## src/rtl/mem_port_arb_pkg.sv

```systemverilog
// Shared types for the memory-port arbiter: FSM states, owner tag,
// latched request record and the fetch-word select helper.
package mem_arb_pkg;

  typedef enum logic [1:0] {
    IDLE  = 2'd0,
    ISSUE = 2'd1,
    WAIT  = 2'd2,
    RESP  = 2'd3
  } state_t;

  typedef enum logic {
    OWN_IFU = 1'b0,
    OWN_LSU = 1'b1
  } owner_t;

  typedef struct packed {
    logic [31:0] addr;
    logic        wen;
    logic [63:0] wdata;
    logic [7:0]  wmask;
  } req_t;

  // Fetches always go out on an 8-byte boundary.
  localparam logic [31:0] IFU_ALIGN_MASK = 32'hFFFF_FFF8;

  // Pick the 32-bit instruction word out of a 64-bit beat.
  function automatic logic [31:0] sel_word(input logic [63:0] data, input logic hi);
    return hi ? data[63:32] : data[31:0];
  endfunction

endpackage

```

## src/rtl/mem_port_arb_if.sv

```systemverilog
// Bundle of the fetch, load/store and downstream memory handshakes.
// slave  = arbiter view, master = view of the requesters plus memory.
interface mem_port_arb_if;

  logic        ifu_req_valid;
  logic        ifu_req_ready;
  logic [31:0] ifu_addr;
  logic        ifu_resp_valid;
  logic [31:0] ifu_rdata;

  logic        lsu_req_valid;
  logic        lsu_req_ready;
  logic [31:0] lsu_addr;
  logic        lsu_wen;
  logic [63:0] lsu_wdata;
  logic [7:0]  lsu_wmask;
  logic        lsu_resp_valid;
  logic [63:0] lsu_rdata;

  logic        mem_req_valid;
  logic        mem_req_ready;
  logic [31:0] mem_addr;
  logic        mem_wen;
  logic [63:0] mem_wdata;
  logic [7:0]  mem_wmask;
  logic        mem_resp_valid;
  logic [63:0] mem_rdata;

  modport slave (
    input  ifu_req_valid, ifu_addr,
    output ifu_req_ready, ifu_resp_valid, ifu_rdata,
    input  lsu_req_valid, lsu_addr, lsu_wen, lsu_wdata, lsu_wmask,
    output lsu_req_ready, lsu_resp_valid, lsu_rdata,
    output mem_req_valid, mem_addr, mem_wen, mem_wdata, mem_wmask,
    input  mem_req_ready, mem_resp_valid, mem_rdata
  );

  modport master (
    output ifu_req_valid, ifu_addr,
    input  ifu_req_ready, ifu_resp_valid, ifu_rdata,
    output lsu_req_valid, lsu_addr, lsu_wen, lsu_wdata, lsu_wmask,
    input  lsu_req_ready, lsu_resp_valid, lsu_rdata,
    input  mem_req_valid, mem_addr, mem_wen, mem_wdata, mem_wmask,
    output mem_req_ready, mem_resp_valid, mem_rdata
  );

endinterface

```

## src/rtl/mem_port_arb_prio_starve.sv

```systemverilog
// Grant selection for the shared memory port: load/store wins by default,
// but after STARVE_LIMIT back-to-back LSU grants with a fetch waiting the
// next grant goes to the fetch unit.
module arb_prio_starve #(
  parameter int STARVE_LIMIT = 4,
  parameter int CNT_W        = 3
) (
  input  logic clk,
  input  logic rst,
  input  logic idle,
  input  logic ifu_valid,
  input  logic lsu_valid,
  output logic grant_ifu,
  output logic grant_lsu
);

  localparam logic [CNT_W-1:0] LIMIT = CNT_W'(STARVE_LIMIT);

  logic [CNT_W-1:0] starve_cnt;
  logic             force_ifu;

  // Grants only while running and idle; reset holds both ready lines low.
  always_comb begin
    force_ifu = ifu_valid && (starve_cnt == LIMIT);
    grant_ifu = rst && idle && ifu_valid && (!lsu_valid || force_ifu);
    grant_lsu = rst && idle && lsu_valid && !force_ifu;
  end

  // Count LSU grants that bypassed a waiting fetch; any fetch grant or an
  // uncontended LSU grant restarts the count.
  always_ff @(posedge clk) begin
    if (!rst) begin
      starve_cnt <= '0;
    end else if (grant_ifu) begin
      starve_cnt <= '0;
    end else if (grant_lsu) begin
      if (!ifu_valid)
        starve_cnt <= '0;
      else if (starve_cnt < LIMIT)
        starve_cnt <= starve_cnt + CNT_W'(1);
    end
  end

endmodule

```

## src/rtl/mem_port_arb.sv

```systemverilog
// Single-outstanding arbiter for the one physical memory port shared by
// instruction fetch (read-only) and load/store.
module mem_port_arb
  import mem_arb_pkg::*;
#(
  parameter int STARVE_LIMIT = 4,
  parameter int CNT_W        = 3
) (
  input  logic           clk,
  input  logic           rst,
  mem_port_arb_if.slave  bus
);

  state_t      state;
  owner_t      owner;
  req_t        req;
  logic        addr_hi;
  logic        mem_req_valid_q;
  logic        ifu_resp_q;
  logic        lsu_resp_q;
  logic [63:0] rdata_q;
  logic        grant_ifu;
  logic        grant_lsu;

  arb_prio_starve #(
    .STARVE_LIMIT (STARVE_LIMIT),
    .CNT_W        (CNT_W)
  ) u_prio (
    .clk       (clk),
    .rst       (rst),
    .idle      (state == IDLE),
    .ifu_valid (bus.ifu_req_valid),
    .lsu_valid (bus.lsu_req_valid),
    .grant_ifu (grant_ifu),
    .grant_lsu (grant_lsu)
  );

  assign bus.ifu_req_ready  = grant_ifu;
  assign bus.lsu_req_ready  = grant_lsu;
  assign bus.mem_req_valid  = mem_req_valid_q;
  assign bus.mem_addr       = req.addr;
  assign bus.mem_wen        = req.wen;
  assign bus.mem_wdata      = req.wdata;
  assign bus.mem_wmask      = req.wmask;
  assign bus.ifu_resp_valid = ifu_resp_q;
  assign bus.lsu_resp_valid = lsu_resp_q;
  assign bus.ifu_rdata      = sel_word(rdata_q, addr_hi);
  assign bus.lsu_rdata      = rdata_q;

  // Transaction FSM: latch the winner, issue downstream, wait for the
  // response, then pulse the owner's resp_valid for one cycle.
  always_ff @(posedge clk) begin
    if (!rst) begin
      state           <= IDLE;
      owner           <= OWN_IFU;
      req             <= '0;
      addr_hi         <= 1'b0;
      mem_req_valid_q <= 1'b0;
      ifu_resp_q      <= 1'b0;
      lsu_resp_q      <= 1'b0;
      rdata_q         <= '0;
    end else begin
      case (state)
        IDLE: begin
          if (grant_lsu) begin
            owner           <= OWN_LSU;
            req             <= '{addr:  bus.lsu_addr,
                                 wen:   bus.lsu_wen,
                                 wdata: bus.lsu_wdata,
                                 wmask: bus.lsu_wmask};
            mem_req_valid_q <= 1'b1;
            state           <= ISSUE;
          end else if (grant_ifu) begin
            owner           <= OWN_IFU;
            req             <= '{addr:  bus.ifu_addr & IFU_ALIGN_MASK,
                                 wen:   1'b0,
                                 wdata: 64'd0,
                                 wmask: 8'd0};
            addr_hi         <= bus.ifu_addr[2];
            mem_req_valid_q <= 1'b1;
            state           <= ISSUE;
          end
        end
        ISSUE: begin
          if (bus.mem_req_ready) begin
            mem_req_valid_q <= 1'b0;
            if (bus.mem_resp_valid) begin
              rdata_q    <= bus.mem_rdata;
              ifu_resp_q <= (owner == OWN_IFU);
              lsu_resp_q <= (owner == OWN_LSU);
              state      <= RESP;
            end else begin
              state <= WAIT;
            end
          end
        end
        WAIT: begin
          if (bus.mem_resp_valid) begin
            rdata_q    <= bus.mem_rdata;
            ifu_resp_q <= (owner == OWN_IFU);
            lsu_resp_q <= (owner == OWN_LSU);
            state      <= RESP;
          end
        end
        RESP: begin
          ifu_resp_q <= 1'b0;
          lsu_resp_q <= 1'b0;
          state      <= IDLE;
        end
        default: state <= IDLE;
      endcase
    end
  end

endmodule

```

## src/flat_wrapper.sv

```systemverilog
// flat-port wrapper written by rule: the top's interface ports become plain ports
module mem_port_arb_flat import mem_arb_pkg::*;
#(
  parameter int STARVE_LIMIT = 4,
  parameter int CNT_W        = 3
)
  (clk, rst, bus_ifu_req_valid, bus_ifu_addr, bus_ifu_req_ready, bus_ifu_resp_valid, bus_ifu_rdata, bus_lsu_req_valid, bus_lsu_addr, bus_lsu_wen, bus_lsu_wdata, bus_lsu_wmask, bus_lsu_req_ready, bus_lsu_resp_valid, bus_lsu_rdata, bus_mem_req_valid, bus_mem_addr, bus_mem_wen, bus_mem_wdata, bus_mem_wmask, bus_mem_req_ready, bus_mem_resp_valid, bus_mem_rdata);
  mem_port_arb_if bus_i ();
  input  logic clk;
  input  logic rst;
  input wire logic [$bits(bus_i.ifu_req_valid)-1:0] bus_ifu_req_valid;
  input wire logic [$bits(bus_i.ifu_addr)-1:0] bus_ifu_addr;
  output wire logic [$bits(bus_i.ifu_req_ready)-1:0] bus_ifu_req_ready;
  output wire logic [$bits(bus_i.ifu_resp_valid)-1:0] bus_ifu_resp_valid;
  output wire logic [$bits(bus_i.ifu_rdata)-1:0] bus_ifu_rdata;
  input wire logic [$bits(bus_i.lsu_req_valid)-1:0] bus_lsu_req_valid;
  input wire logic [$bits(bus_i.lsu_addr)-1:0] bus_lsu_addr;
  input wire logic [$bits(bus_i.lsu_wen)-1:0] bus_lsu_wen;
  input wire logic [$bits(bus_i.lsu_wdata)-1:0] bus_lsu_wdata;
  input wire logic [$bits(bus_i.lsu_wmask)-1:0] bus_lsu_wmask;
  output wire logic [$bits(bus_i.lsu_req_ready)-1:0] bus_lsu_req_ready;
  output wire logic [$bits(bus_i.lsu_resp_valid)-1:0] bus_lsu_resp_valid;
  output wire logic [$bits(bus_i.lsu_rdata)-1:0] bus_lsu_rdata;
  output wire logic [$bits(bus_i.mem_req_valid)-1:0] bus_mem_req_valid;
  output wire logic [$bits(bus_i.mem_addr)-1:0] bus_mem_addr;
  output wire logic [$bits(bus_i.mem_wen)-1:0] bus_mem_wen;
  output wire logic [$bits(bus_i.mem_wdata)-1:0] bus_mem_wdata;
  output wire logic [$bits(bus_i.mem_wmask)-1:0] bus_mem_wmask;
  input wire logic [$bits(bus_i.mem_req_ready)-1:0] bus_mem_req_ready;
  input wire logic [$bits(bus_i.mem_resp_valid)-1:0] bus_mem_resp_valid;
  input wire logic [$bits(bus_i.mem_rdata)-1:0] bus_mem_rdata;
  assign bus_i.ifu_req_valid = bus_ifu_req_valid;
  assign bus_i.ifu_addr = bus_ifu_addr;
  assign bus_ifu_req_ready = bus_i.ifu_req_ready;
  assign bus_ifu_resp_valid = bus_i.ifu_resp_valid;
  assign bus_ifu_rdata = bus_i.ifu_rdata;
  assign bus_i.lsu_req_valid = bus_lsu_req_valid;
  assign bus_i.lsu_addr = bus_lsu_addr;
  assign bus_i.lsu_wen = bus_lsu_wen;
  assign bus_i.lsu_wdata = bus_lsu_wdata;
  assign bus_i.lsu_wmask = bus_lsu_wmask;
  assign bus_lsu_req_ready = bus_i.lsu_req_ready;
  assign bus_lsu_resp_valid = bus_i.lsu_resp_valid;
  assign bus_lsu_rdata = bus_i.lsu_rdata;
  assign bus_mem_req_valid = bus_i.mem_req_valid;
  assign bus_mem_addr = bus_i.mem_addr;
  assign bus_mem_wen = bus_i.mem_wen;
  assign bus_mem_wdata = bus_i.mem_wdata;
  assign bus_mem_wmask = bus_i.mem_wmask;
  assign bus_i.mem_req_ready = bus_mem_req_ready;
  assign bus_i.mem_resp_valid = bus_mem_resp_valid;
  assign bus_i.mem_rdata = bus_mem_rdata;
  mem_port_arb #(.STARVE_LIMIT(STARVE_LIMIT), .CNT_W(CNT_W)) u_core (.clk(clk), .rst(rst), .bus(bus_i));
endmodule
```

## config.mk

```make
export PLATFORM = sky130hd
export DESIGN_NAME = mem_port_arb_flat
export DESIGN_NICKNAME = d
export VERILOG_FILES = /design/src/rtl/mem_port_arb_pkg.sv /design/src/rtl/mem_port_arb_if.sv /design/src/rtl/mem_port_arb_prio_starve.sv /design/src/rtl/mem_port_arb.sv /design/src/flat_wrapper.sv
export SDC_FILE = /design/constraint.sdc
export NUM_CORES = 1
export LEC_CHECK = 0
export BUFFER_PORTS_ARGS = -buffer_cell sky130_fd_sc_hd__buf_2
export CORE_AREA = 2 2 160 162
export CTS_BUF_LIST = sky130_fd_sc_hd__clkbuf_8
export DETAILED_ROUTE_END_ITERATION = 12
export DIE_AREA = 0 0 162 164
export PLACE_DENSITY_LB_ADDON = 0.1
export SYNTH_ARGS = -nofsm -noshare
export SYNTH_HDL_FRONTEND = slang
export SYNTH_SLANG_ARGS = --single-unit
```

## constraint.sdc

```tcl
create_clock -name clk -period 2.35 [get_ports clk]
set_input_delay 0.705 -clock clk [delete_from_list [all_inputs] [get_ports clk]]
set_output_delay 0.705 -clock clk [all_outputs]
set_load 0.005 [all_outputs]
```

==> out/results.ini, run 1 <==
[worst_hold_path]
hold_depth=2
hold_class=reg2reg
hold_start=u_core.bus.lsu_resp_valid
holdPathEnd=u_core.bus.lsu_resp_valid

[global_route]
antenna_found_initial=0
grt_pass1_vias=7209
grt_pass1_wl_um=41000
grt_start_max_net_pins=79
grt.overflow.total=0
grt_use_total=0.194

[critical_path]
r2r_cells=6
crit_path_top_delay_cell=dfxtp_4
critPathBufInv=2
startpoint_type=register
cp.required_ns=1.64
cp_slowest_stage_delay_ns=0.41
critPathMaxFanout=16
timing.rr.end=u_core.bus.lsu_rdata[11]
end_kind=output port
reg2reg_slack_ns=0.44
path_cells=clkbuf_16 > mux2_2 > buf_2
arrival_ns=1.55
reg2reg_from=u_core.state[1]
crit_type=reg2out
cp_top_family=flip-flops
startpoint=u_core.addr_hi

[timing]
period_needed_ns=2.26
worst_pin_slew_ns=0.623
setup_tns_ns=0
finalCritPeriodShare=0.961
max_freq_ghz=0.443
slew_headroom=0.585
slew_viol_final=0
fin_skew_ns=0.0122
final-hold-violation-count=0
finalSetupViolCount=0

[clock_tree]
clock_path_buffers=2
htreeDepth=4
root_buffer=clkbuf_8
clkTransAtPathRegs_ns=0.10
cts-buffers-inserted=17
clkSinkCount=179
clock_latency_ns=0.45
cts_setup_buffers=0
tritoncts=done

[layout]
layout.nets=1403
syn2layout_area_growth_pct=37.3
drive_gt1_frac=0.439
layout.cells.non_filler=1533

[route]
drc_errors=0
wirelength_um=27500
avgViaCountPerCell=5.06
first_iter_violations=601
wl_per_cell_um=18.0
dr.pass1.iters=4
final_antenna_net_count=0
vias=7754

[outcome]
outcome=finished clean

[pwr]
powerDensity_mw_per_mm2=834
max-vdd-ir-drop_mv=0.362
leakage_nw=4.59
clkPwrFrac=0.240
p_sw_mw=3.09
p_seq_frac=0.438
power.total_mw=8.54
p_int_mw=5.44
switching_share=0.362
p_comb_frac=0.322

[floorplanning]
rows=58
boundaryPins=413
core_sq_mm=0.0248
fp.dieW_um=162
initial_utilization=0.301
die-area_sq_mm=0.0266
die_h_um=164

[logic_synthesis]
ys_seq_area_frac=0.480
synth_nets=1045
syn_area_per_cell_sq_um=8.98
netlist_instances=831
synth_adder_area_share=0.0117
synth_top_family_by_area=compound AO/OA/AOI/OAI gates
syn_area_sq_mm=0.00746
yosys_warnings=0
synthMuxAreaShare=0.0543
synth-simple-area-share=0.151
ys_ff_latch=179
synth-compound-area-share=0.243
synth_xor_xnor_area_share=0
synth.distinct_cells=35

[place]
dp_hpwl_um=18400
dp.cells=1499
place.gp.congestion=0.795
numPortBuffers=410

[run]
drv_cap=0

what timing repair did:
item,CTS,global route
resized for setup,8,6
cloned,0,1
hold buffers,0,0
endpoints found under the hold margin,0,0
setup endpoints to repair,2,24
pin swaps,0,1
area by class of cell:
cell class	count	area (sq um)
fillers	2612	14600
flip-flops and latches	179	3590
multi-input cells	551	3460
repair buffers	431	2370
well taps	330	413
clock buffers	18	248
clock inverters	14	116
inverters	9	38.8
diodes	1	2.50
synth_stat cells:
cell         n  share of area
dfxtp_1    179           0.48
nor2_1      79          0.040
a32oi_1     76          0.089
a21oi_1     71          0.048
nand3_1     68          0.046
nand2_1     65          0.033
o21ai_0     58          0.039
clkbuf_1    48          0.024
buf_2       33          0.022
mux2_2      33          0.050
nor3_1      29          0.019
a311oi_2    19          0.038
o21ai_1     11         0.0074
a311oi_1    10          0.012
buf_4        8         0.0081
inv_1        8         0.0040
ha_1         7          0.012
and3_1       4         0.0034
buf_1        3         0.0015
o31ai_1      3         0.0030
and2_1       2         0.0017
mux2i_1      2         0.0027
nor2b_1      2         0.0017
or4_1        2         0.0020
a2111oi_1    1         0.0013
a211oi_1     1         0.0010
a21boi_0     1         0.0010
a221oi_2     1         0.0020
inv_2        1        0.00050
mux2i_2      1         0.0018
nand2b_1     1        0.00084
nand3b_1     1         0.0010
nand4b_1     1         0.0012
o211ai_1     1         0.0010
or4b_1       1         0.0013
placed cells by master (no fill, tap or decap), types with 2 or more instances in the layout:
master,synthesis,final
inv_8,0,3
or4_1,2,2
inv_6,0,6
clkinv_2,0,2
o31ai_1,3,3
mux2i_1,2,2
dfxtp_4,0,2
and2_1,2,2
buf_2,33,410
nor3_1,29,29
mux2_2,33,33
a21oi_1,71,71
o21ai_1,11,11
ha_1,7,6
nor2b_1,2,2
o21ai_0,58,58
inv_2,1,3
nor2_1,79,79
nand2_1,65,65
dfxtp_1,179,175
clkbuf_8,0,18
buf_4,8,8
inv_1,8,6
clkinv_4,0,2
buf_12,0,11
a311oi_2,19,19
and3_1,4,3
nand3_1,68,67
dfxtp_2,0,2
a311oi_1,10,10
a32oi_1,76,76
registers in the layout (all words and copies together) (netlist names), 2 cells and up:
register	count
u_core.bus.lsu_rdata	64
u_core.bus.mem_addr	32
u_core.bus.mem_wdata	64
u_core.bus.mem_wmask	8
u_core.state	2
u_core.u_prio.starve_cnt	3
per-layer routing:
layer  vias up  track usage  wire, um
li1       3774            -         -
met1      3672        0.248     11800
met2       292        0.326     13400
met3        16       0.0528      2050
met4         0       0.0487       293
met5         -            0         0
kinds of logic (layout without fill, tap and decap cells):
kind of cell    count (synthesis)  after routing
buf+inv                       101            472
mux                            36             36
fa+ha+maj                       7              7
simple gates                  255            255
other cells                     0              1
compound gates                253            253
flops                         179            179
per-stage QoR:
| step | hold slack (ns) | area, sq um | setup WS [ns] | util |
|---|---|---|---|---|
| after detailed placement | 0.463 | 9820 | 0.162 | 0.395 |
| after global placement | 0.461 | 9820 | 0.214 | 0.395 |
| final | 0.479 | 10200 | 0.0918 | 0.413 |
| after CTS | 0.444 | 10200 | 0.00785 | 0.411 |
| after floorplan | 0.448 | 7460 | 0.287 | - |
| after global routing | 0.442 | 10200 | -0.00949 | 0.413 |
how the worst max path moves through the flow:
stage	to	slack, ns	depth (start not counted)
finish	bus_ifu_rdata[2]	0.09	3
global route	bus_lsu_req_ready	-0.009	6
CTS	bus_ifu_rdata[14]	0.008	3
detailed placement	bus_ifu_req_ready	0.16	4
global placement	bus_ifu_req_ready	0.21	4
floorplan	bus_ifu_req_ready	0.29	4
tightest hold or removal path, cell delays in order, from the launching register on:
cell,delay [ns]
dfxtp_1,0.33
o31ai_1,0.06
a21oi_1,0.05
power groups by stage:
stage	Combinational [mW]	Sequential, mW	Clock, mW
final	2.75	3.74	2.05
after global routing	3.03	3.79	2.29
after CTS	2.75	3.74	2.15
after detailed placement	2.74	3.79	0
after global placement	2.73	3.79	0
after floorplan	1.57	3.78	0
No activity file was read; power rests on OpenSTA's default activity.
==> run 2, diff against run 1 <==
--- a/config.mk
+++ b/config.mk
@@ -5,12 +5,12 @@
 export SDC_FILE = /design/constraint.sdc
 export NUM_CORES = 1
 export LEC_CHECK = 0
-export BUFFER_PORTS_ARGS = -buffer_cell sky130_fd_sc_hd__buf_2
-export CORE_AREA = 2 2 160 162
+export CORE_AREA = 2 2 161 163
 export CTS_BUF_LIST = sky130_fd_sc_hd__clkbuf_8
 export DETAILED_ROUTE_END_ITERATION = 12
-export DIE_AREA = 0 0 162 164
-export PLACE_DENSITY_LB_ADDON = 0.1
+export DIE_AREA = 0 0 163 165
+export DONT_BUFFER_PORTS = 1
+export PLACE_DENSITY = 0.45
 export SYNTH_ARGS = -nofsm -noshare
 export SYNTH_HDL_FRONTEND = slang
 export SYNTH_SLANG_ARGS = --single-unit
==> run 2 against run 1 <==
Net effect: cell count shrank 27%; first-iteration DRC count down 4.3%; wire length down 12%; maximum frequency rose by 4.1%; worst setup slack better by 0.088 ns; critical path depth rose by 2; flip-flop and latch count stayed put; global-route usage decreased by 2.4 points; largest cell class unchanged; die area is 1.2% higher; worst hold slack got worse by 0.10 ns; non-clock buffer count down 408.
==> out/results.ini, run 2 (synthesis gave the netlist of run 1 again) <==
[outcome]
outcome=finished clean

[critical_path]
timing.rr.end=u_core.bus.lsu_rdata[32]
cp_top_family=flip-flops
cp_slowest_stage_delay_ns=0.35
reg2reg_from=u_core.state[1]
path_cells=inv_1 > ha_2 > and3_2 > nand2_1 > inv_1
startpoint_type=register
reg2reg_slack_ns=0.57
cp.required_ns=1.64
r2r_cells=6
critPathBufInv=2
crit_type=reg2out
crit_top_cell=inv_1
cp.depth=5
arrival_ns=1.46
end_kind=output port
crit_path_top_delay_cell=dfxtp_2
startpoint=u_core.state[1]
critPathMaxFanout=5

[floorplanning]
fp.dieW_um=163
boundaryPins=413
initial_utilization=0.298
die-area_sq_mm=0.0269
die_h_um=165
rows=58
core_sq_mm=0.0250

[layout]
seq_area_sq_mm=0.00359
n_fill_cell=2646
final_common_cell=dfxtp_1
layout_common_cells=177 x dfxtp_1, 78 x nor2_1, 76 x a32oi_1
syn2layout_area_growth_pct=9.58
multi_input_area_sq_mm=0.00345
layout.nets=995
diodes=0
finalInstanceArea_sq_mm=0.00817
drive_gt1_frac=0.149

[clock_tree]
root_buffer=clkbuf_8
cts-buffers-inserted=17
clock_path_buffers=2
clock_latency_ns=0.46
clkSinkCount=179
clkTransAtPathRegs_ns=0.12
htreeDepth=4
tritoncts=done

[place]
dp_hpwl_um=16300
dpl_cell_area_sq_mm=0.00777
numPortBuffers=0
dp_slack_ns=0.533
place.gp.congestion=0.783

[pwr]
p_comb_frac=0.247
leakage_nw=2.69
max-vdd-ir-drop_mv=0.359
p_sw_mw=2.97
powerDensity_mw_per_mm2=976
clkPwrFrac=0.267
p_seq_frac=0.486
power.total_mw=7.98
switching_share=0.372
p_int_mw=5.01

[route]
dr.pass1.iters=5
drc_errors=0
wl_per_cell_um=21.6
final_antenna_net_count=0
wirelength_um=24300
vias=6307
avgViaCountPerCell=5.61
first_iter_violations=575

[timing]
worst_pin_slew_ns=0.517
finalSetupViolCount=0
final-hold-violation-count=0
period_needed_ns=2.17
slew_headroom=0.655
setup_tns_ns=0
slew_viol_final=0
setup_ws_ns=0.180
max_freq_ghz=0.461
rsz0062_at_grt=false
finalCritPeriodShare=0.923
holdWs_ns=0.374
fin_skew_ns=0.0271

[run]
drv_cap=0

[worst_hold_path]
hold_start=bus_mem_rdata[55]
holdPathEnd=u_core.bus.lsu_rdata[55]
hold_depth=2
hold_class=in2reg

[global_route]
antenna_found_initial=0
grt.overflow.total=0
grt_pass1_wl_um=35900
grt_pass1_vias=6133
grt_use_total=0.170
grt_start_max_net_pins=79

==> run 2: final cells by class <==
| type | instances | share of cell area |
|---|---|---|
| clock inverters | 15 | 0.0194 |
| inverters | 9 | 0.00475 |
| flip-flops and latches | 179 | 0.439 |
| repair buffers | 23 | 0.0364 |
| well taps | 330 | 0.0505 |
| clock buffers | 17 | 0.0286 |
| multi-input cells | 551 | 0.422 |
==> run 2: worst max-delay path by stage <==
stage                                     to
finish                     bus_lsu_req_ready
global placement     u_core.bus.mem_addr[12]
CTS                        bus_lsu_req_ready
detailed placement  u_core.bus.lsu_rdata[31]
global route               bus_ifu_req_ready
floorplan                  bus_ifu_req_ready
==> run 2: per-layer routing <==
| layer | global-route usage | up-vias | wire (um) |
|---|---|---|---|
| met4 | 0.0579 | 0 | 472 |
| met2 | 0.277 | 341 | 11700 |
| met1 | 0.209 | 2981 | 10000 |
| li1 | - | 2952 | - |
| met5 | 0 | - | 0 |
| met3 | 0.0583 | 33 | 2180 |
==> run 2: timing repair <==
item,CTS,global route
gates resized for setup,0,6
hold buffers,0,0
buffers inserted,0,0
hold endpoints to repair,0,0
endpoints found under the setup margin,0,2
==> run 2: through the flow <==
step | util | std cells
finish | 0.326 | 1124
global route | 0.326 | 1124
CTS | 0.326 | 1124
detailed placement | 0.310 | 1092
global placement | 0.310 | 1092
floorplan | - | 831
==> run 2: power groups by stage <==
stage,sequential [mW],combinational (mW),clock [mW]
floorplan,3.78,1.57,0
global placement,3.96,1.97,0
detailed placement,3.94,2.00,0
CTS,3.88,2.01,2.22
global route,3.93,2.20,2.36
finish,3.88,1.97,2.13
